$ cat config.mk
export PLATFORM = sky130hd
export DESIGN_NAME = hazard_ctrl_flat
export DESIGN_NICKNAME = d
export VERILOG_FILES = /design/src/rtl/hazard_ctrl_if.sv /design/src/rtl/hazard_ctrl.sv /design/src/flat_wrapper.sv
export SDC_FILE = /design/constraint.sdc
export NUM_CORES = 1
export LEC_CHECK = 0
export CORE_MARGIN = 10
export CORE_UTILIZATION = 41
export CTS_CLUSTER_SIZE = 30
export DETAILED_ROUTE_END_ITERATION = 10
export GPL_TIMING_DRIVEN = 0
export PLACE_DENSITY_LB_ADDON = 0.05
export SYNTH_ARGS = -nofsm -noshare
export SYNTH_HDL_FRONTEND = slang
export SYNTH_SLANG_ARGS = --single-unit
$ cat constraint.sdc
create_clock -name i_clk -period 2.2 [get_ports i_clk]
set_input_delay 0.22 -clock i_clk [delete_from_list [all_inputs] [get_ports i_clk]]
set_output_delay 0.22 -clock i_clk [all_outputs]
set_load 0.1 [all_outputs]
$ cat src/rtl/hazard_ctrl_if.sv
// Pipeline/hazard-unit signal bundle: ID operands, EX/MEM destinations and the stall/flush controls.
interface hazard_ctrl_if;
  logic [4:0]  ifid_rs1addr, ifid_rs2addr;
  logic        ifid_rs1use, ifid_rs2use, ifid_isbranch, br_taken;
  logic [4:0]  idex_rdaddr, exmem_rdaddr;
  logic        idex_rdwren, idex_memrd, exmem_rdwren, exmem_memrd;
  logic        i_dmem_stall;
  logic        pc_en, ifid_en, ifid_flush, idex_flush, o_hold;
  logic [15:0] stall_cnt, flush_cnt;

  // master: the pipeline, which supplies hazard info and obeys the controls
  modport master (
    output ifid_rs1addr, ifid_rs2addr, ifid_rs1use, ifid_rs2use, ifid_isbranch, br_taken,
           idex_rdaddr, idex_rdwren, idex_memrd, exmem_rdaddr, exmem_rdwren, exmem_memrd,
           i_dmem_stall,
    input  pc_en, ifid_en, ifid_flush, idex_flush, o_hold, stall_cnt, flush_cnt
  );

  modport slave (
    input  ifid_rs1addr, ifid_rs2addr, ifid_rs1use, ifid_rs2use, ifid_isbranch, br_taken,
           idex_rdaddr, idex_rdwren, idex_memrd, exmem_rdaddr, exmem_rdwren, exmem_memrd,
           i_dmem_stall,
    output pc_en, ifid_en, ifid_flush, idex_flush, o_hold, stall_cnt, flush_cnt
  );
endinterface

$ cat src/rtl/hazard_ctrl.sv
// Load-use / branch-operand hazard unit: stalls, bubbles and redirect flushes for a 5-stage pipe.
module hazard_ctrl (
  input  logic         i_clk,
  input  logic         i_rst,
  hazard_ctrl_if.slave hz
);
  typedef enum logic {RUN, HOLD} state_t;
  state_t state, state_nxt;

  logic ex1, ex2, mem1, mem2, ldex, ldmem;
  logic [1:0] need;
  logic hz_stall, redirect;
  logic pc_en, ifid_en, ifid_flush, idex_flush;
  logic [15:0] stall_cnt, flush_cnt;

  assign ex1  = hz.ifid_rs1use && hz.idex_rdwren && (hz.idex_rdaddr != 5'd0) &&
                (hz.ifid_rs1addr == hz.idex_rdaddr);
  assign ex2  = hz.ifid_rs2use && hz.idex_rdwren && (hz.idex_rdaddr != 5'd0) &&
                (hz.ifid_rs2addr == hz.idex_rdaddr);
  assign mem1 = hz.ifid_rs1use && hz.exmem_rdwren && (hz.exmem_rdaddr != 5'd0) &&
                (hz.ifid_rs1addr == hz.exmem_rdaddr);
  assign mem2 = hz.ifid_rs2use && hz.exmem_rdwren && (hz.exmem_rdaddr != 5'd0) &&
                (hz.ifid_rs2addr == hz.exmem_rdaddr);
  assign ldex  = hz.idex_memrd  && (ex1 || ex2);
  assign ldmem = hz.exmem_memrd && (mem1 || mem2);

  // ALU results forward from EX/MEM; only loads (and loads feeding an ID-stage compare) stall
  always_comb begin
    need = 2'd0;
    if (hz.ifid_isbranch && ldex)                              need = 2'd2;
    else if ((!hz.ifid_isbranch && ldex) || (hz.ifid_isbranch && ldmem)) need = 2'd1;
  end

  always_ff @(posedge i_clk or posedge i_rst) begin
    if (i_rst) state <= RUN;
    else       state <= state_nxt;
  end

  always_comb begin
    state_nxt  = state;
    pc_en      = 1'b1;
    ifid_en    = 1'b1;
    ifid_flush = 1'b0;
    idex_flush = 1'b0;
    hz_stall   = 1'b0;
    redirect   = 1'b0;
    if (i_rst) begin
      state_nxt  = RUN;
      pc_en      = 1'b0;
      ifid_en    = 1'b0;
      ifid_flush = 1'b1;
      idex_flush = 1'b1;
    end else if (hz.i_dmem_stall) begin
      pc_en   = 1'b0;
      ifid_en = 1'b0;
    end else if (state == HOLD || need != 2'd0) begin
      // HOLD burns its one extra cycle regardless of what the hazard inputs now say
      pc_en      = 1'b0;
      ifid_en    = 1'b0;
      idex_flush = 1'b1;
      hz_stall   = 1'b1;
      state_nxt  = (state == RUN && need == 2'd2) ? HOLD : RUN;
    end else if (hz.br_taken) begin
      ifid_flush = 1'b1;
      redirect   = 1'b1;
    end
  end

  always_ff @(posedge i_clk or posedge i_rst) begin
    if (i_rst) begin
      stall_cnt <= '0;
      flush_cnt <= '0;
    end else begin
      if (hz_stall && stall_cnt != 16'hFFFF) stall_cnt <= stall_cnt + 16'd1;
      if (redirect && flush_cnt != 16'hFFFF) flush_cnt <= flush_cnt + 16'd1;
    end
  end

  assign hz.pc_en      = pc_en;
  assign hz.ifid_en    = ifid_en;
  assign hz.ifid_flush = ifid_flush;
  assign hz.idex_flush = idex_flush;
  assign hz.o_hold     = (state == HOLD);
  assign hz.stall_cnt  = stall_cnt;
  assign hz.flush_cnt  = flush_cnt;
endmodule

$ cat src/flat_wrapper.sv
// flat-port wrapper written by rule: the top's interface ports become plain ports
module hazard_ctrl_flat 
  (i_clk, i_rst, hz_ifid_rs1addr, hz_ifid_rs2addr, hz_ifid_rs1use, hz_ifid_rs2use, hz_ifid_isbranch, hz_br_taken, hz_idex_rdaddr, hz_idex_rdwren, hz_idex_memrd, hz_exmem_rdaddr, hz_exmem_rdwren, hz_exmem_memrd, hz_i_dmem_stall, hz_pc_en, hz_ifid_en, hz_ifid_flush, hz_idex_flush, hz_o_hold, hz_stall_cnt, hz_flush_cnt);
  hazard_ctrl_if hz_i ();
  input  logic i_clk;
  input  logic i_rst;
  input wire logic [$bits(hz_i.ifid_rs1addr)-1:0] hz_ifid_rs1addr;
  input wire logic [$bits(hz_i.ifid_rs2addr)-1:0] hz_ifid_rs2addr;
  input wire logic [$bits(hz_i.ifid_rs1use)-1:0] hz_ifid_rs1use;
  input wire logic [$bits(hz_i.ifid_rs2use)-1:0] hz_ifid_rs2use;
  input wire logic [$bits(hz_i.ifid_isbranch)-1:0] hz_ifid_isbranch;
  input wire logic [$bits(hz_i.br_taken)-1:0] hz_br_taken;
  input wire logic [$bits(hz_i.idex_rdaddr)-1:0] hz_idex_rdaddr;
  input wire logic [$bits(hz_i.idex_rdwren)-1:0] hz_idex_rdwren;
  input wire logic [$bits(hz_i.idex_memrd)-1:0] hz_idex_memrd;
  input wire logic [$bits(hz_i.exmem_rdaddr)-1:0] hz_exmem_rdaddr;
  input wire logic [$bits(hz_i.exmem_rdwren)-1:0] hz_exmem_rdwren;
  input wire logic [$bits(hz_i.exmem_memrd)-1:0] hz_exmem_memrd;
  input wire logic [$bits(hz_i.i_dmem_stall)-1:0] hz_i_dmem_stall;
  output wire logic [$bits(hz_i.pc_en)-1:0] hz_pc_en;
  output wire logic [$bits(hz_i.ifid_en)-1:0] hz_ifid_en;
  output wire logic [$bits(hz_i.ifid_flush)-1:0] hz_ifid_flush;
  output wire logic [$bits(hz_i.idex_flush)-1:0] hz_idex_flush;
  output wire logic [$bits(hz_i.o_hold)-1:0] hz_o_hold;
  output wire logic [$bits(hz_i.stall_cnt)-1:0] hz_stall_cnt;
  output wire logic [$bits(hz_i.flush_cnt)-1:0] hz_flush_cnt;
  assign hz_i.ifid_rs1addr = hz_ifid_rs1addr;
  assign hz_i.ifid_rs2addr = hz_ifid_rs2addr;
  assign hz_i.ifid_rs1use = hz_ifid_rs1use;
  assign hz_i.ifid_rs2use = hz_ifid_rs2use;
  assign hz_i.ifid_isbranch = hz_ifid_isbranch;
  assign hz_i.br_taken = hz_br_taken;
  assign hz_i.idex_rdaddr = hz_idex_rdaddr;
  assign hz_i.idex_rdwren = hz_idex_rdwren;
  assign hz_i.idex_memrd = hz_idex_memrd;
  assign hz_i.exmem_rdaddr = hz_exmem_rdaddr;
  assign hz_i.exmem_rdwren = hz_exmem_rdwren;
  assign hz_i.exmem_memrd = hz_exmem_memrd;
  assign hz_i.i_dmem_stall = hz_i_dmem_stall;
  assign hz_pc_en = hz_i.pc_en;
  assign hz_ifid_en = hz_i.ifid_en;
  assign hz_ifid_flush = hz_i.ifid_flush;
  assign hz_idex_flush = hz_i.idex_flush;
  assign hz_o_hold = hz_i.o_hold;
  assign hz_stall_cnt = hz_i.stall_cnt;
  assign hz_flush_cnt = hz_i.flush_cnt;
  hazard_ctrl u_core (.i_clk(i_clk), .i_rst(i_rst), .hz(hz_i));
endmodule
==> results.md, run 1 <==
* Combinational fraction of design power at 0.349
* FILL cells at 380
* Worst Hold Class: reg2reg
* Die X at just under 90 µm
* Synth Area in XOR/XNOR at 0.226
* Chip Height at slightly below 90 µm
* Dominant cell by count in the synthesized netlist: xnor2_1
* Synth area leader: dfrtp_1
* # diodes at 0
* Total power at roughly 2.2 mW
* Crit path launch type: primary input
* Antenna-violating nets left at 0
* Global-route wire length before repair at 8810 µm
* Synth Area in Simple Gates at 0.247
* Switch Pwr at 0.845 mW
* Synth top area cells: dfrtp_1, xnor2_1, xor2_1
* Reg clk slew, reported paths at about 0.070 ns
* Buf/Inv on CP at 4
* Max FO, Critical Path at 4
* Flop pwr share at 0.339
* CTS tree: yes
* Int Pwr at approximately 1.3 mW
* Static leakage at 1.23 nW
* Layout Nets at 305
* Max-slew violations at 0
* Synth cell count leaders: xnor2_1, dfrtp_1, nand3_1, nand4_1, xor2_1
* Mux contribution to synthesized area at 0.0116
* Clk_lat worst skew at around 0.28 ns
* Tmin final at ~2.1 ns
* TritonCTS Buffers at 5
* Max-slew headroom at 0.333
* Synth Area in Compound Gates at 0.0451
* Post-Synthesis Mean Instance Area at 10.1 µm²
* Placed cell areas at 2800 µm²
* WP data arrival at roughly 1.9 ns
* Clock power share at 0.313
* Async SR Flop Fraction at 1.00
* Status: finished clean
* Overall Global Routing Usage at 0.144
* First-pass DRT Iterations at 4
* Wire per inst at approximately 17 µm
* Delay-heaviest family, CP: simple AND/OR/NAND/NOR gates
* Design Area, Final at 3040 µm²
* Sw frac at 0.387
* Yosys top cell area share at 0.426
* Total die area at ~7900 µm²
* Setup violations, final at 0
* CTS Root Cell: clkbuf_8
* Critical path type: in2out
* PD cells at 718 nW/µm²
* Worst endpoint required time at between 1.5 and 2 ns
* Via density at around 5.3
* Most used cell, CP: buf_12
* Top_reg_cell synth: dfrtp_1
* FF+latch count, synth at 33
* Via count at 1718
* Vias in the first global route at 1681
* Final Hold Vio Count at 0
* Worst-path cell chain: buf_2 -> or4_4 -> o211ai_4 -> o221ai_4 -> buf_8 -> nor3_4 -> buf_12 -> buf_12
* FMAX at ~470 MHz
* Initial antenna violation count at 0
* Max-Cap Viols at 0
* Post-synth EDFFs at 0
* Starting Density at 0.434
* Max clock buf depth at 2
* Largest family of logic cells by synthesized area: simple AND/OR/NAND/NOR gates
* GR Overflow Total at 0
* Setup Skew at 0.00358 ns
* H-tree depth at 2
* Adder-cell area share of the yosys netlist at 0.0129
* Gp weighted congestion at 0.828
* CTS sink count at 33
* I/O Buffers at 67
* First DRT Iteration DRCs at 58
* Synth-to-layout area growth at 56.5%
* Min Hold Slack at 0.474 ns
* Final WL at approximately 5400 µm
* Number of core rows at 24
* Syn Nets at between 200 and 250
* Least-Margin Pin Slew at 0.997 ns
* Fin crit share at 0.969
* Synth Cell Area at about 1900 µm²
* Post-DP HPWL at roughly 4200 µm
* Slowest-stage cell, CP: or4_4
* Setup TNS at 0 ns
* Core area at 4470 µm²
* Worst vdd ir at ~1200 µV
* Yosys warning count at 0
* Io pins at 68
* Distinct cells, synth at 31
* Cell count after synthesis at between 150 and 200
* Largest net degree at the start of global routing at 17
* Max incr delay on CP at 0.52 ns
* DRC at 0
* Sequential area share after synthesis at 0.426
* CP endpoint kind: output pin
* Share of cells above drive strength 1 at 0.293
==> through the flow <==
step / std cells / setup slack (ns) / utilization
global route: 325 / -0.00149 / 0.679
floorplan: 192 / -0.390 / -
detailed placement: 312 / -1.37 / 0.626
global placement: 311 / -1.38 / 0.620
CTS: 323 / -0.0132 / 0.668
finish: 325 / 0.0692 / 0.679
==> what timing repair did <==
item | 4_1_cts | 5_1_grt
buffers inserted | 2 | 2
pin swaps | 6 | 8
cloned | 1 | 0
hold buffers | 0 | 0
gates resized for setup | 71 | 20
setup endpoints to repair | 16 | 16
==> path summary, 6_finish.rpt <==
| kind | slack, ns | end | from | depth (start not counted) |
|---|---|---|---|---|
| worst max-delay path | 0.07 | hz_pc_en | hz_exmem_rdaddr[3] | 8 |
| worst min-delay path | 0.47 | u_core.hz.flush_cnt[4] | u_core.hz.flush_cnt[4] | 1 |
| worst max register to register | 0.15 | u_core.hz.flush_cnt[13] | u_core.hz.flush_cnt[7] | 7 |
| worst min register to register | 0.47 | u_core.hz.flush_cnt[4] | u_core.hz.flush_cnt[4] | 1 |
| max in group asynchronous | 1.15 | u_core.hz.flush_cnt[6] | i_rst | 3 |
| min in group asynchronous | 0.53 | u_core.hz.o_hold | i_rst | 2 |
==> sequential cells by signal, indices dropped and copies added (netlist names) <==
name / flops
u_core.hz.flush_cnt: 16
u_core.hz.o_hold: 1
u_core.hz.stall_cnt: 16
==> cell usage in the layout, fill, tap and decap left out, types with 3 or more instances in the layout <==
cell and count:
nor3_1 9, dfrtp_1 3, buf_4 4, clkbuf_2 3, xor2_1 13, inv_1 5
buf_12 4, dlygate4sd2_1 8, and3_1 10, buf_2 6, clkbuf_8 5, dfrtp_2 26
nand3_1 18, nand4_1 15, dfrtp_4 4, clkdlybuf4s50_1 43, xnor2_1 37, buf_6 4
nor2_1 5, nand2_1 11, dlymetal6s2s_1 3, nor4_2 5
==> worst register-to-register path: cells and delay by family, from the launching register on <==
kind,cells,cell delay [ns]
buffers and inverters,1,0.30
AOI/OAI and AO/OA,1,0.35
and+or+nand+nor,4,0.71
DFF,1,0.44
xor gates and xnor gates,1,0.15
==> metal layers <==
metal,wire length [µm],track usage,vias to the layer above
li1,-,-,848
met1,2490,0.189,809
met2,2460,0.211,57
met3,456,0.0551,4
met4,36,0.0441,0
met5,0,0,-
==> logic make-up after synthesis <==
kind of cell | Yosys count
and+or+nand+nor | 83
AOI/OAI and AO/OA | 9
buffers and inverters | 13
muxes | 2
DFF | 33
xor gates and xnor gates | 50
adders and majority gates | 2
==> layout make-up <==
type | count | area (µm²) | area share
multi-input combinational | 146 | 1140 | 0.375
sequential | 33 | 873 | 0.288
timing repair buffer | 72 | 729 | 0.240
clock buffer | 5 | 68.8 | 0.0227
clock inverter | 3 | 65.1 | 0.0214
buffer | 7 | 65.1 | 0.0214
tap | 52 | 65.1 | 0.0214
inverter | 6 | 26.3 | 0.00865
timing repair inverter | 1 | 5.00 | 0.00165
==> power groups by stage <==
stage	clock network, mW	logic, mW	registers, mW
CTS	0.699	0.762	0.739
finish	0.682	0.761	0.739
global placement	0	0.742	0.748
global route	0.721	0.803	0.753
detailed placement	0	0.754	0.748
floorplan	0	0.171	1.09
Note: power is estimated with default switching activity, not from simulation.
==> run 2: changes to the inputs <==
--- a/config.mk
+++ b/config.mk
@@ -10,7 +10,8 @@
 export CTS_CLUSTER_SIZE = 30
 export DETAILED_ROUTE_END_ITERATION = 10
 export GPL_TIMING_DRIVEN = 0
-export PLACE_DENSITY_LB_ADDON = 0.05
+export PLACE_DENSITY_LB_ADDON = 0.12
+export SETUP_SLACK_MARGIN = 0.1
 export SYNTH_ARGS = -nofsm -noshare
 export SYNTH_HDL_FRONTEND = slang
 export SYNTH_SLANG_ARGS = --single-unit
==> results.md, run 2 (same netlist as run 1, synthesis figures left out) <==
* Least-Margin Pin Slew at between 1 and 1.5 ns
* Delay-heaviest family, CP: buffers and inverters
* GR Overflow Total at 0
* Setup Skew at about 0.0088 ns
* Final Hold Vio Count at 0
* Via count at 1768
* Hold Crit Depth at 1
* Commonest non-fill, non-tap cells in the layout: xnor2_1, clkdlybuf4s50_1, dfrtp_2, nand3_1, nand4_1
* Worst Hold Class: reg2reg
* CTS tree: yes
* Wire per inst at 18.0 µm
* Chip Height at 88.8 µm
* Worst vdd ir at 1130 µV
* Worst endpoint required time at 1.98 ns
* Antenna-violating nets left at 0
* Max-slew headroom at 0.328
* Share of cells above drive strength 1 at 0.319
* Slowest-stage cell, CP: clkdlybuf4s50_1
* Io pins at 68
* First-pass DRT Iterations at 4
* Clk_lat worst skew at 0.28 ns
* H-tree depth at 2
* CTS sink count at 33
* Die X at 88.8 µm
* DRC at 0
* Largest net degree at the start of global routing at 37
* Total power at 1.92 mW
* RR Endpoint: u_core.hz.flush_cnt[3]
* Global-route wire length before repair at ~9000 µm
* Fin crit share at 0.949
* Layout Nets at between 300 and 400
* FMAX at 479 MHz
* Starting Density at 0.434
* Reg clk slew, reported paths at 0.07 ns
* Crit path launch type: register
* Max FO, Critical Path at 3
* Gp weighted congestion at 0.832
* Critical path type: reg2out
* Worst-path cell chain: clkdlybuf4s50_1
* Buf/Inv on CP at 1
* Worst Reg-to-Reg Cells at 7
* Via density at around 5.5
* FILL cells at 369
* Max-slew violations at 0
* Design Area, Final at 3040 µm²
* Max clock buf depth at 2
* Static leakage at 1.39 nW
* Total die area at 7890 µm²
* I/O Buffers at 67
* Setup violations, final at 0
* Status: finished clean
* Post-DP HPWL at around 4300 µm
* Setup TNS at 0 ns
* First DRT Iteration DRCs at 75
* Hold endpoint: u_core.hz.flush_cnt[12]
* Placed cell areas at approximately 2800 µm²
* # diodes at 0
* Tmin final at 2.09 ns
* RSZ-0062 raised after global routing: yes
* Final WL at between 5000 and 6000 µm
* Commonest non-fill, non-tap cell in the layout: xnor2_1
* Core area at 4470 µm²
* Vias in the first global route at 1806
* R2R setup slack at approximately 0.24 ns
* PD cells at 633 nW/µm²
* Hold path startpoint: u_core.hz.flush_cnt[12]
* Max-Cap Viols at 0
* RR Startpoint: u_core.hz.flush_cnt[10]
* Hold-fix buffers, CTS at 0
* TritonCTS Buffers at 5
* CP endpoint kind: output pin
* Initial antenna violation count at 0
* Overall Global Routing Usage at 0.143
* CTS Root Cell: clkbuf_8
* WP data arrival at 1.87 ns
* Max incr delay on CP at 1.16 ns
* Number of core rows at 24
* Synth-to-layout area growth at 56.4%
## run 2: power by group
part,switching (mW),internal (mW)
Clock,0.208,0.215
Sequential,0.0720,0.669
Combinational,0.543,0.214
Total,0.822,1.10
## run 2: repair_timing
action | CTS | global route
resized for setup | 76 | 40
pin swaps | 10 | 11
endpoints found under the setup margin | 29 | 40
buffers inserted | 3 | 1
## run 2: cell type report
cell class                 count  area [µm²]  share of cell area
timing repair buffer          71         723               0.238
tap                           52        65.1              0.0214
sequential                    33         887               0.292
multi-input combinational    146        1180               0.390
buffer                         7        70.1              0.0231
clock inverter                 1        5.00             0.00165
inverter                       6        27.5             0.00907
clock buffer                   6        72.6              0.0239
## run 2: stage by stage
| stage | util | hold WS, ns | std cells | setup slack, ns |
|---|---|---|---|---|
| finish | 0.678 | 0.476 | 322 | 0.112 |
| global placement | 0.631 | 0.465 | 311 | -1.42 |
| CTS | 0.657 | 0.479 | 321 | 0.0502 |
| floorplan | - | 0.279 | 192 | -0.390 |
| global route | 0.678 | 0.492 | 322 | 0.0570 |
| detailed placement | 0.631 | 0.470 | 311 | -1.43 |
## run 2: worst max-delay path by stage
stage | from | endpoint | slack [ns] | cells past startpoint
detailed placement | hz_idex_rdaddr[0] | hz_pc_en | -1.43 | 8
floorplan | hz_idex_rdaddr[0] | hz_pc_en | -0.39 | 6
global placement | hz_idex_rdaddr[0] | hz_pc_en | -1.42 | 8
finish | u_core.hz.stall_cnt[15] | hz_stall_cnt[15] | 0.11 | 1
global route | hz_exmem_rdaddr[0] | hz_pc_en | 0.06 | 8
CTS | hz_exmem_rdaddr[2] | hz_pc_en | 0.05 | 8
## run 2: routing by layer
| metal | vias up | routed length (µm) | GRT usage |
|---|---|---|---|
| met5 | - | 0 | 0 |
| met4 | 0 | 72 | 0.0485 |
| met3 | 6 | 471 | 0.0460 |
| met2 | 56 | 2650 | 0.231 |
| met1 | 866 | 2590 | 0.175 |
| li1 | 840 | - | - |
==> run 3: changes to the inputs <==
--- a/config.mk
+++ b/config.mk
@@ -10,7 +10,7 @@
 export CTS_CLUSTER_SIZE = 30
 export DETAILED_ROUTE_END_ITERATION = 10
 export GPL_TIMING_DRIVEN = 0
-export PLACE_DENSITY_LB_ADDON = 0.12
+export PLACE_DENSITY = 0.77
 export SETUP_SLACK_MARGIN = 0.1
 export SYNTH_ARGS = -nofsm -noshare
 export SYNTH_HDL_FRONTEND = slang
==> results.md, run 3 (same netlist as run 1, synthesis figures left out) <==
* Least-Margin Pin Slew at 1.02 ns
* Flop pwr share at 0.385
* Final std cells w/o fill at 325
* Worst vdd ir at 696 µV
* Io pins at 68
* Max-slew headroom at 0.318
* RSZ-0062 raised after global routing: yes
* Max FO, Critical Path at 4
* Post-DP HPWL at 4130 µm
* DRC at 0
* Sw frac at 0.425
* Max-Cap Viols at 0
* GR Overflow Total at 0
* Via count at 1781
* Min Hold Slack at 0.475 ns
* Clk_lat worst skew at 0.28 ns
* Overall Global Routing Usage at 0.145
* Commonest non-fill, non-tap cells in the layout: xnor2_1, clkdlybuf4s50_1, dfrtp_2, nand3_1, nand4_1
* CTS tree: yes
* FMAX at approximately 470 MHz
* Commonest non-fill, non-tap cell in the layout: xnor2_1
* Worst-path cell chain: buf_8 -> or4_4 -> o211ai_2 -> o221ai_4 -> buf_8 -> nor3_4 -> buf_12 -> buf_12
* Number of core rows at 24
* Clock power share at 0.223
* PD cells at roughly 630 nW/µm²
* Via density at 5.48
* Worst Hold Class: reg2reg
* Max clock buf depth at 2
* Static leakage at about 1.4 nW
* Max incr delay on CP at 0.52 ns
* Combinational fraction of design power at 0.391
* TritonCTS Buffers at 5
* Starting Density at 0.434
* Critical path type: in2out
* Setup WS post-layout at 0.0844 ns
* Placed cell areas at between 2000 and 3000 µm²
* # diodes at 0
* Tmin final at 2.12 ns
* Worst slack, placed at -1.40 ns
* Global-route wire length before repair at 9040 µm
* Design Area, Final at 3040 µm²
* Largest net degree at the start of global routing at 37
* First DRT Iteration DRCs at 79
* H-tree depth at 2
* Crit path launch type: primary input
* Setup Skew at roughly 0.0035 ns
* Setup violations, final at 0
* First-pass DRT Iterations at 5
* Synth-to-layout area growth at 56.8%
* Total power at 1.93 mW
* Reg clk slew, reported paths at ~0.06 ns
* Core area at 4470 µm²
* Int Pwr at 1.11 mW
* Placed cells at 311
* Vias in the first global route at 1890
* Die X at between 80 and 90 µm
* Worst endpoint required time at 1.98 ns
* Gp weighted congestion at 0.794
* Max-slew violations at 0
* CTS Root Cell: clkbuf_8
* I/O Buffers at 67
* Slowest-stage cell, CP: or4_4
* Final WL at 5690 µm
* WP data arrival at around 1.9 ns
* Fin crit share at 0.962
* CP endpoint kind: output pin
* Status: finished clean
* Layout Nets at a little over 300
* CTS sink count at 33
* Switch Pwr at 0.820 mW
* Chip Height at 88.8 µm
* Total die area at between 7000 and 8000 µm²
* Final Hold Vio Count at 0
* Antenna-violating nets left at 0
* Initial antenna violation count at 0
* Share of cells above drive strength 1 at 0.300
* Wire per inst at 17.5 µm
run 3: area by class of cell:
class	count	area [µm²]
Buffer	7	70.1
Clock buffer	8	80.1
Fill cell	351	1430
Inverter	6	25.0
Multi-Input combinational cell	146	1160
Sequential cell	33	887
Tap cell	52	65.1
Timing Repair Buffer	73	759
run 3: worst paths after layout:
check / from / to / slack [ns] / cells past startpoint
max in group asynchronous: i_rst / u_core.hz.flush_cnt[8] / 1.34 / 2
min in group asynchronous: i_rst / u_core.hz.o_hold / 0.50 / 2
worst min-delay path: u_core.hz.flush_cnt[12] / u_core.hz.flush_cnt[12] / 0.47 / 1
worst max-delay path: hz_exmem_rdaddr[4] / hz_pc_en / 0.08 / 8
worst min register to register: u_core.hz.flush_cnt[12] / u_core.hz.flush_cnt[12] / 0.47 / 1
worst max register to register: u_core.hz.stall_cnt[0] / u_core.hz.stall_cnt[11] / 0.17 / 6
run 3: through the flow:
stage / TNS [ns] / util
6_report: 0 / 0.680
5_1_grt: 0 / 0.680
4_1_cts: 0 / 0.656
3_5_place_dp: -11.14 / 0.631
3_3_place_gp: -20.09 / 0.631
2_1_floorplan: -0.623 / -
run 3: layer usage:
metal / part of all wire / vias up / GRT usage / wire length (µm)
li1: - / 842 / - / -
met1: 0.42 / 860 / 0.169 / 2390
met2: 0.47 / 66 / 0.236 / 2650
met3: 0.086 / 13 / 0.0515 / 488
met4: 0.026 / 0 / 0.0602 / 150
met5: 0 / - / 0 / 0
run 3: critical path, delay by kind of cell:
| family | cells | cell delay [ns] |
|---|---|---|
| buf+inv | 4 | 0.55 |
| compound gates | 2 | 0.33 |
| simple gates | 2 | 0.78 |
run 3: timing repair:
action / CTS / global route
setup endpoints to repair: 26 / 38
resized for setup: 77 / 37
hold buffers: 0 / 0
setup buffers: 3 / 3
pin swaps: 8 / 6
run 3: power by group through the flow:
stage	registers [mW]	clock network [mW]	logic [mW]
floorplan	1.10	0	0.175
global route	0.753	0.474	0.792
detailed placement	0.755	0	0.752
global placement	0.753	0	0.748
finish	0.743	0.431	0.755
CTS	0.744	0.439	0.750
